`src/rtl/rtc_seg_scan.sv`:
```
// rtc_seg_scan: multiplexes six frame-snapshotted 7-seg codes with blanking, 8-level PWM and a blinking colon
module rtc_seg_scan #(
  parameter int SLOT_CYC  = 1032,
  parameter int BLANK_CYC = 8
) (
  input  logic       clk,
  input  logic       rst,
  input  logic [6:0] hr_m,
  input  logic [6:0] hr_l,
  input  logic [6:0] min_m,
  input  logic [6:0] min_l,
  input  logic [6:0] sec_m,
  input  logic [6:0] sec_l,
  input  logic       sec_tick,
  input  logic       colon_en,
  input  logic [2:0] bright,
  output logic [6:0] seg,
  output logic [5:0] an,
  output logic       dp
);
  localparam int CW   = $clog2(SLOT_CYC);
  localparam int W    = CW + 1;
  localparam int STEP = (SLOT_CYC - BLANK_CYC) / 8;
  logic [CW-1:0]     slot_cnt;
  logic [2:0]        digit, bright_q;
  logic              colon_on, last, on;
  logic [5:0][6:0]   sh;
  logic [W-1:0]      on_end;
  // one extra bit keeps BLANK_CYC + 8*STEP (== SLOT_CYC) from overflowing
  always_comb begin
    last   = slot_cnt == CW'(SLOT_CYC - 1);
    on_end = W'(BLANK_CYC) + W'(STEP) * (W'(bright_q) + W'(1));
    on     = slot_cnt >= CW'(BLANK_CYC) && W'(slot_cnt) < on_end;
  end
  always_ff @(posedge clk or posedge rst)
    if (rst) begin
      slot_cnt <= '0;
      digit    <= '0;
      bright_q <= '0;
      colon_on <= 1'b0;
      sh       <= '1;
      an       <= '1;
      seg      <= '1;
      dp       <= 1'b1;
    end else begin
      slot_cnt <= last ? '0 : slot_cnt + 1'b1;
      if (last) digit <= digit == 3'd5 ? 3'd0 : digit + 3'd1;
      if (slot_cnt == '0) bright_q <= bright;
      if (sec_tick) colon_on <= ~colon_on;
      if (last && digit == 3'd5) sh <= {sec_l, sec_m, min_l, min_m, hr_l, hr_m};
      an  <= on ? ~(6'b1 << digit) : '1;
      seg <= on ? sh[digit] : '1;
      dp  <= ~(on && colon_en && colon_on && (digit == 3'd1 || digit == 3'd3));
    end
endmodule

```
`config.mk`:
```
export PLATFORM = sky130hd
export DESIGN_NAME = rtc_seg_scan
export DESIGN_NICKNAME = d
export VERILOG_FILES = /design/src/rtl/rtc_seg_scan.sv
export SDC_FILE = /design/constraint.sdc
export NUM_CORES = 1
export LEC_CHECK = 0
export ABC_AREA = 1
export BUFFER_PORTS_ARGS = -buffer_cell sky130_fd_sc_hd__buf_2
export CORE_MARGIN = 2
export CORE_UTILIZATION = 60
export CTS_CLUSTER_SIZE = 14
export DETAILED_ROUTE_END_ITERATION = 7
export HOLD_SLACK_MARGIN = 0.02
export PLACE_DENSITY_LB_ADDON = 0.08
export SETUP_SLACK_MARGIN = 0.4
export SYNTH_ARGS = -nofsm -noshare
export SYNTH_HDL_FRONTEND = slang
export SYNTH_SLANG_ARGS = --single-unit
```
`constraint.sdc`:
```
create_clock -name clk -period 5.3 [get_ports clk]
set_input_delay 0.53 -clock clk [delete_from_list [all_inputs] [get_ports clk]]
set_output_delay 0.53 -clock clk [all_outputs]
set_load 0.03 [all_outputs]
```
==> results list, run 1 <==
- Overall fraction of global-route tracks in use: 0.255
* CTS tree: yes
- During placement, the flow inserted port buffers numbering 62.
* Endpoint class of the critical path: flip-flop
* CP Data Arrival Time: 2.51 ns
* Fmax: 0.443 GHz
* Library cell used as clock root buffer: clkbuf_8
- At the placement stage, the worst setup path has a slack of 3.08 ns.
* Final Skew: 0.0105 ns
- Clock slew at reported path FFs: 0.08 ns
- After clock tree synthesis, the flow added hold-fix buffers numbering 0.
* Final total negative setup slack: 0 ns
* Number of enable-type register cells in the synthesized netlist: 0
- Routing layer with the top usage in global route: met2
- The critical path goes through clkinv_1 > nand2_1 > nor2_2 > nand2_1 > nand2_1 > a21oi_1 > nand2_1.
- ANT cells: 0
- In the global route stage, met1 resource usage came out at 0.336.
* RSZ-0062 raised after global routing: no
* Hold WC Path Type: input port to flip-flop
- Power per Cell Area: 259 nW/µm²
- For this design, the sink count on the clock tree is 74.
* Final worst setup slack: 3.04 ns
* Crit path max-delay family: flip-flops
* Starting DRT DRC Count: 198
- After synthesis, the share of flip-flops with an asynchronous set or reset is 1.00.
- Clock H-tree levels: 3
- 63 I/O pins were placed.
- Total die area: 6950 µm²
- Share of final-layout standard cells stronger than drive strength 1: 0.289
* Least-Margin Pin Slew: 0.891 ns
- Worst skew pair latency: 0.35 ns
- Post-CTS setup repair buffer count: 0
- The floorplan step set the die width to 83.4 µm.
- Synthesized area divided by synthesized cell count: 8.11 µm²
- Average vias per placed instance: 5.33
* Time the final worst path needs with I/O delays and setup: 2.26 ns
- Number of global-route vias before repair: 3186
- Headroom to the max-slew limit came out at 0.406.
* Syn_nets: 523
- The final layout contains 575 nets.
* Required time reported for the critical path endpoint: 5.55 ns
- Cell types occupying the most area after synthesis: dfstp_2 (39%), nand2_1 (22%), dfrtp_1 (12%)
- Maximum Capacitance Violations: 0
- No sink is reached through more buffers than the 2 on the longest clock path.
- DRC violation count after routing: 0
- Area of the core: 5990 µm²
* Worst path buffer plus inverter count: 1
* Pin count of the biggest net entering global routing: 75
* Count of unique library cells instantiated by Yosys: 28
- Of the available clock period, the critical path in the final layout requires 0.426.
* Most instantiated cells after synthesis: nand2_1 (222), dfstp_2 (56), nand4_1 (48)
- The count of nets left with antenna violations once routing finished came out at 0.
* Post_cts resized: 0
* Most repeated library cell on the critical path: nand2_1
- For this run, the share of the core covered by cells in the final layout is 0.712.
- Routability-driven placement finished with a final weighted congestion of 0.886.
- Outcome: finished clean
- Of the post-synthesis cell area, the dominant cell type holds 0.389.
- From synthesis to final layout, the design area changed by 12.8%.
- The worst setup path is of the flip-flop to flip-flop kind.
- The first global-routing pass estimated 14.4 mm of wire.
- Fraction of the yosys area taken by sequential cells: 0.508
* Total vias in the final route: 3187
- Critical-path cell with the highest stage delay: dfrtp_1
* Top_reg_cell synth: dfstp_2
- The most common cell in the synthesized netlist is nand2_1.
- Origin of the worst min-delay path: sec_tick
- Remaining Overflow, GRT: 0
* Row Count: 28
- Post-synthesis instance area: 3780 µm²
- The number of antenna violations at the first check in global routing was 0.
- Final Routed Wirelength: 8.02 mm
- The first detailed-routing pass ran for 5 iterations.
- Maximum cell stage delay along the critical path: 0.72 ns
- Routed wire length per instance: 13.4 µm
- HPWL reported at the end of detailed placement: 5.37 mm
- The die is 83.4 µm tall.
- For met3 alone, demand over resource in global routing was 0.0517.
* #FFs+latches synth: 74
* Cells after synthesis: 466
- The initial utilization of the core area, before any placement, comes to 0.631.
- Crit start category: flip-flop
* Power, Total: 1.11 mW
* Reg-to-Reg Start: digit[0]$_DFFE_PP0N_
- Count of endpoints failing setup in the final report: 0
- Synthesis Warnings: 0
* GRT met2 Usage: 0.430
- Cell type with the highest aggregate area in the netlist: dfstp_2
- VDD sags by at most 177 µV.
- TritonCTS created 9 clock buffers.
- Worst setup path startpoint: digit[0]$_DFFE_PP0N_
- Maximum fanout encountered on the critical timing path: 17
* Final Hold Fails: 0
- The count of final max-slew check failures was 0.
- Leakage dissipation: 2.23 nW
- The tightest hold path in the finished design has a slack of 0.359 ns.
==> worst paths after layout <==
path,cells past startpoint,to,slack (ns)
worst min-delay path,2,colon_on$_DFFE_PP0P_,0.36
min in group asynchronous,3,colon_on$_DFFE_PP0P_,0.45
worst max-delay path,7,seg[0]$_DFF_PP1_,3.04
worst max register to register,7,seg[0]$_DFF_PP1_,3.04
worst min register to register,2,sh[2]$_DFFE_PP1P_,0.46
max in group asynchronous,3,slot_cnt[0]$_DFF_PP0_,4.29
==> power by group <==
group	switching (mW)	total (mW)	leakage (nW)	internal, mW
clock	0.209	0.485	0.109	0.277
combinational	0.0245	0.0432	1.30	0.0187
sequential	0.00404	0.577	0.817	0.573
total	0.237	1.11	2.23	0.868
==> flip-flops by register name (all words and copies together), names as in the netlist <==
register / flops
an: 6
bright_q: 3
colon_on: 1
digit: 3
dp: 1
seg: 7
sh: 42
slot_cnt: 11
==> cells by family (layout without fill, tap and decap cells) <==
group | after synthesis | after routing | synth area share
AO/OA/AOI/OAI | 16 | 16 | 0.0225
XOR/XNOR | 5 | 5 | 0.0116
adder cells (fa/ha/maj) | 8 | 8 | 0.0265
buffers and inverters | 55 | 112 | 0.0732
flip-flops | 74 | 74 | 0.508
AND/OR/NAND/NOR | 308 | 308 | 0.358
==> layer usage <==
layer	vias to the layer above	share of wire
li1	1590	-
met1	1505	0.44
met2	80	0.50
met3	12	0.048
met4	0	0.013
met5	-	0
==> cell usage in the layout (no fill, tap or decap), drive strengths merged, types with 2 or more instances in the layout <==
master  netlist  routed
o21ai         3       3
clkinv        1       3
dfstp        56      56
nor2         24      24
inv          30      30
dfrtp        18      18
o21bai        2       2
xor2          4       4
a21oi        11      11
nand3         9       9
clkbuf        1      11
nand2       224     224
buf          23      65
ha            8       8
bufinv        0       2
nor3          2       2
nand4        48      48
==> area by class of cell <==
cell class,count,area (µm²)
Clock buffer,11,141
Timing Repair Buffer,65,333
Sequential cell,74,1920
Tap cell,75,93.8
Multi-Input combinational cell,337,1580
Fill cell,479,1730
Clock inverter,5,77.6
Inverter,31,116
==> stage by stage <==
stage	cell area [µm²]	std cells
6_report	4270	598
5_1_grt	4270	598
4_1_cts	4270	598
3_5_place_dp	4050	582
3_3_place_gp	4050	582
2_1_floorplan	3780	466
Note: power is estimated with default switching activity, not from simulation.
==> run 2, diff against run 1 <==
ABC_AREA = 0   (was 1)
CORE_UTILIZATION = 50   (was 60)
clock period = 2 ns   (was 5.3 ns; I/O delays follow)
==> run 2 against run 1 <==
Compared with the run above:
- non-clock buffer count increased by 19
- utilization decreased by 6.6 points
- clock-buffer cell count fell by 1
- cell count fell by 30%
- global-route usage is 8.1 points lower
- sequential power grew to 2.9 times the previous value
- area after synthesis fell by 7.3%
- largest cell class unchanged
- synthesized cell count shrank 51%
==> results list, run 2 <==
- The worst hold path was traced through 2 stages.
- Ranked by flip-flop count, first place goes to sh.
- Total vias in the final route: 2084
- Power spread over the standard cell area amounts to 735 nW/µm².
* CP Data Arrival Time: 2.11 ns
* RSZ-0062 raised after global routing: yes
- Endpoint class of the critical path: flip-flop
* Cells after synthesis: 230
- DRC violation count after routing: 0
* Syn_nets: 287
* Final Hold Fails: 0
* Most instantiated cells after synthesis: dfstp_2 (56), mux2_4 (40), dfrtp_1 (18)
- Origin of the worst min-delay path: colon_en
* Fraction of the yosys area taken by sequential cells: 0.548
- For this design the top-level I/O count stands at 63.
- Reg-to-Reg Start: slot_cnt[3]$_DFF_PP0_
- The detailed router finished its first iteration with 86 violations.
* Area after detailed placement: 4010 µm²
- Summed over all nets, the switching power comes to 0.686 mW.
* Flip-flop count of the largest register, all copies and words added: 42
* Synthesis Warnings: 0
* Cells along the critical path: or4_4 > nor2_4 > nand4_4 > buf_12 > mux2_4
- CTS tree: yes
* Time the final worst path needs with I/O delays and setup: 1.85 ns
* Routed wire length per instance: 14.9 µm
* Least-Margin Pin Slew: 0.516 ns
* Count of unique library cells instantiated by Yosys: 33
* Maximum Capacitance Violations: 0
- Clock slew at reported path FFs: 0.07 ns
- Number of global-route vias before repair: 2026
* Combinational cell fraction of total power: 0.084
- Area of the core: 6790 µm²
- The worst setup path is launched from a flip-flop.
- Hold WC Path Type: input port to flip-flop
- Outcome: finished clean
- The die covers 7690 µm².
* Number of buffers inserted during clock tree synthesis: 9
- Of the available clock period, the critical path in the final layout requires 0.927.
- # port buffers: 62
- In the final layout, the registers with the most flip-flops are sh: 42 flops, slot_cnt: 11 flops, seg: 7 flops.
- After detailed routing, the number of vias per cell comes to 5.01.
- CP endpoint: sh[22]$_DFFE_PP1P_
- Cell type with the highest aggregate area in the netlist: dfstp_2
* Worst voltage drop across the vdd grid: 394 µV
* Library cell used as clock root buffer: clkbuf_8
- Number of buffers on the longest clock path: 2
- In the global route stage, overall resource usage came out at 0.175.
- Hold timing on the final database bottoms out at a slack of 0.0395 ns.
- Share of final-layout standard cells stronger than drive strength 1: 0.738
* Register share of total power: 0.511
* HPWL reported at the end of detailed placement: 4.31 mm
- Compared with the post-synthesis result, the final layout area differs by 25.2%.
- Worst setup path class: flip-flop to flip-flop
* Maximum fanout encountered on the critical timing path: 42
- Of the total power, the share spent switching nets is 0.213.
- Dividing the synthesized area by the synthesized cell count gives 15.2 µm².
- The clock net in this run drives a total of 74 sinks.
- The library cells used most frequently in the layout, excluding fill and tap cells, are buf_2 (62), dfstp_2 (56), mux2_4 (40), dfrtp_1 (18), buf_4 (16).
- Fmax: 0.539 GHz
* Number of enable-type register cells in the synthesized netlist: 0
- Remaining Overflow, GRT: 0
- Entering global routing, the biggest net connects 43 pins.
- In this run the register-to-register setup slack is 0.15 ns.
- Endpoint of the worst-slack reg-to-reg timing path: sh[22]$_DFFE_PP1P_
- Counting cells, the worst reg-to-reg path comes to 5.
- For the worst-skew pair, the clock arrives at the later sink with an insertion delay of 0.33 ns.
* Leakage dissipation: 2.09 nW
- Global-route wire length before repair: 10.1 mm
- Share of total power in the clock network: 0.405
* Cell types occupying the most area after synthesis: dfstp_2 (42%), mux2_4 (17%), dfrtp_1 (13%)
- Design internal power: 2.54 mW
- 0 antenna diodes ended up in the layout.
* Most instantiated library cell after synthesis: dfstp_2
- Top_reg_cell synth: dfstp_2
- Of the post-synthesis cell area, the dominant cell type holds 0.420.
- Required time reported for the critical path endpoint: 2.26 ns
- On the critical path, the stage with the largest delay is an instance of or4_4.
- Die W: 87.7 µm
- The final layout contains routed wiring with a total length of 6.18 mm.
* Number of max-slew violations in the final report: 0
- Most frequent standard cell in the layout excluding fill and tap cells: buf_2
- Worst setup path startpoint: slot_cnt[3]$_DFF_PP0_
* Count of endpoints failing setup in the final report: 0
- #FFs+latches synth: 74
* Final Skew: 0.00845 ns
- Post-synthesis instance area: 3500 µm²
* Clock H-tree levels: 3
- The die is 87.7 µm tall.
- Measured against its own limit, the worst slew margin works out to 0.655.
- The number of antenna violations at the first check in global routing was 0.
- Maximum cell stage delay along the critical path: 0.53 ns
- Final total negative setup slack: 0 ns
* Routed Antenna Nets: 0
* TritonRoute pass-1 iters: 4
- Routability-driven placement finished with a final weighted congestion of 0.756.
- In the synthesized netlist the async set-or-reset flop fraction comes to 1.00.
- After the last flow step, the layout net total stands at 372.
* Effective utilization at floorplan: 0.516
* Layout fillers: 533
* Row Count: 30
- Total power for the finished layout comes to 3.22 mW.
- Final cell area excluding filler cells: 4390 µm²
-- run 2: critical path, delay by kind of cell, from the launching register on --
family,cells,cell delay [ns]
and+or+nand+nor,3,0.77
buffers and inverters,1,0.24
DFF,1,0.42
muxes,1,0.32
-- run 2: repair_timing --
action / 4_1_cts / 5_1_grt
endpoints found under the hold margin: 12 / 0
gates resized for setup: 3 / 18
buffers inserted: 5 / 2
pin swaps: 1 / 3
gates cloned: 0 / 1
hold buffers: 1 / 0
setup endpoints to repair: 66 / 66
-- run 2: power groups by stage --
stage                     logic, mW  clock network [mW]  registers, mW
final                         0.270                1.31           1.65
after floorplan               0.137                   0           1.69
after global routing          0.295                1.42           1.65
after global placement        0.249                   0           1.67
after CTS                     0.259                1.35           1.65
after detailed placement      0.254                   0           1.67
-- run 2: stage by stage --
stage                     setup WS [ns]  utilization  std cells
after floorplan                   0.184            -        230
after global placement            0.148        0.590        391
after detailed placement          0.110        0.590        391
after CTS                         0.118        0.634        413
after global routing              0.111        0.646        416
final                             0.145        0.646        416
-- run 2: layout make-up --
class / instances / area (µm²) / area share
clock buffer: 10 / 149 / 0.0339
clock inverter: 6 / 87.6 / 0.0200
inverter: 5 / 22.5 / 0.00513
multi-input combinational: 141 / 1570 / 0.358
sequential: 74 / 1920 / 0.438
tap: 96 / 120 / 0.0274
timing repair buffer: 84 / 518 / 0.118
-- run 2: cells by family (layout without fill, tap and decap cells) --
kind of cell	after synthesis	count (layout)	synth area share
AO/OA/AOI/OAI	10	10	0.0200
XOR/XNOR	12	12	0.0300
AND/OR/NAND/NOR	51	51	0.0893
flip-flops	74	74	0.548
multiplexers	60	60	0.258
adder cells (fa/ha/maj)	8	8	0.0286
buffers and inverters	15	105	0.0257
-- run 2: how the worst min path moves through the flow --
stage	end	slack, ns
after global routing	colon_on$_DFFE_PP0P_	0.04
after global placement	digit[0]$_DFFE_PP0N_	0.27
after CTS	dp$_DFF_PP1_	0.02
after floorplan	colon_on$_DFFE_PP0P_	0.29
after detailed placement	slot_cnt[0]$_DFF_PP0_	0.27
final	dp$_DFF_PP1_	0.04
-- run 2: routing by layer --
| metal | share of wire | up-vias | track usage |
|---|---|---|---|
| met5 | 0 | - | 0 |
| met4 | 0.0084 | 0 | 0.0713 |
| met3 | 0.042 | 4 | 0.0415 |
| met2 | 0.44 | 63 | 0.238 |
| met1 | 0.51 | 1021 | 0.267 |
| li1 | - | 996 | - |
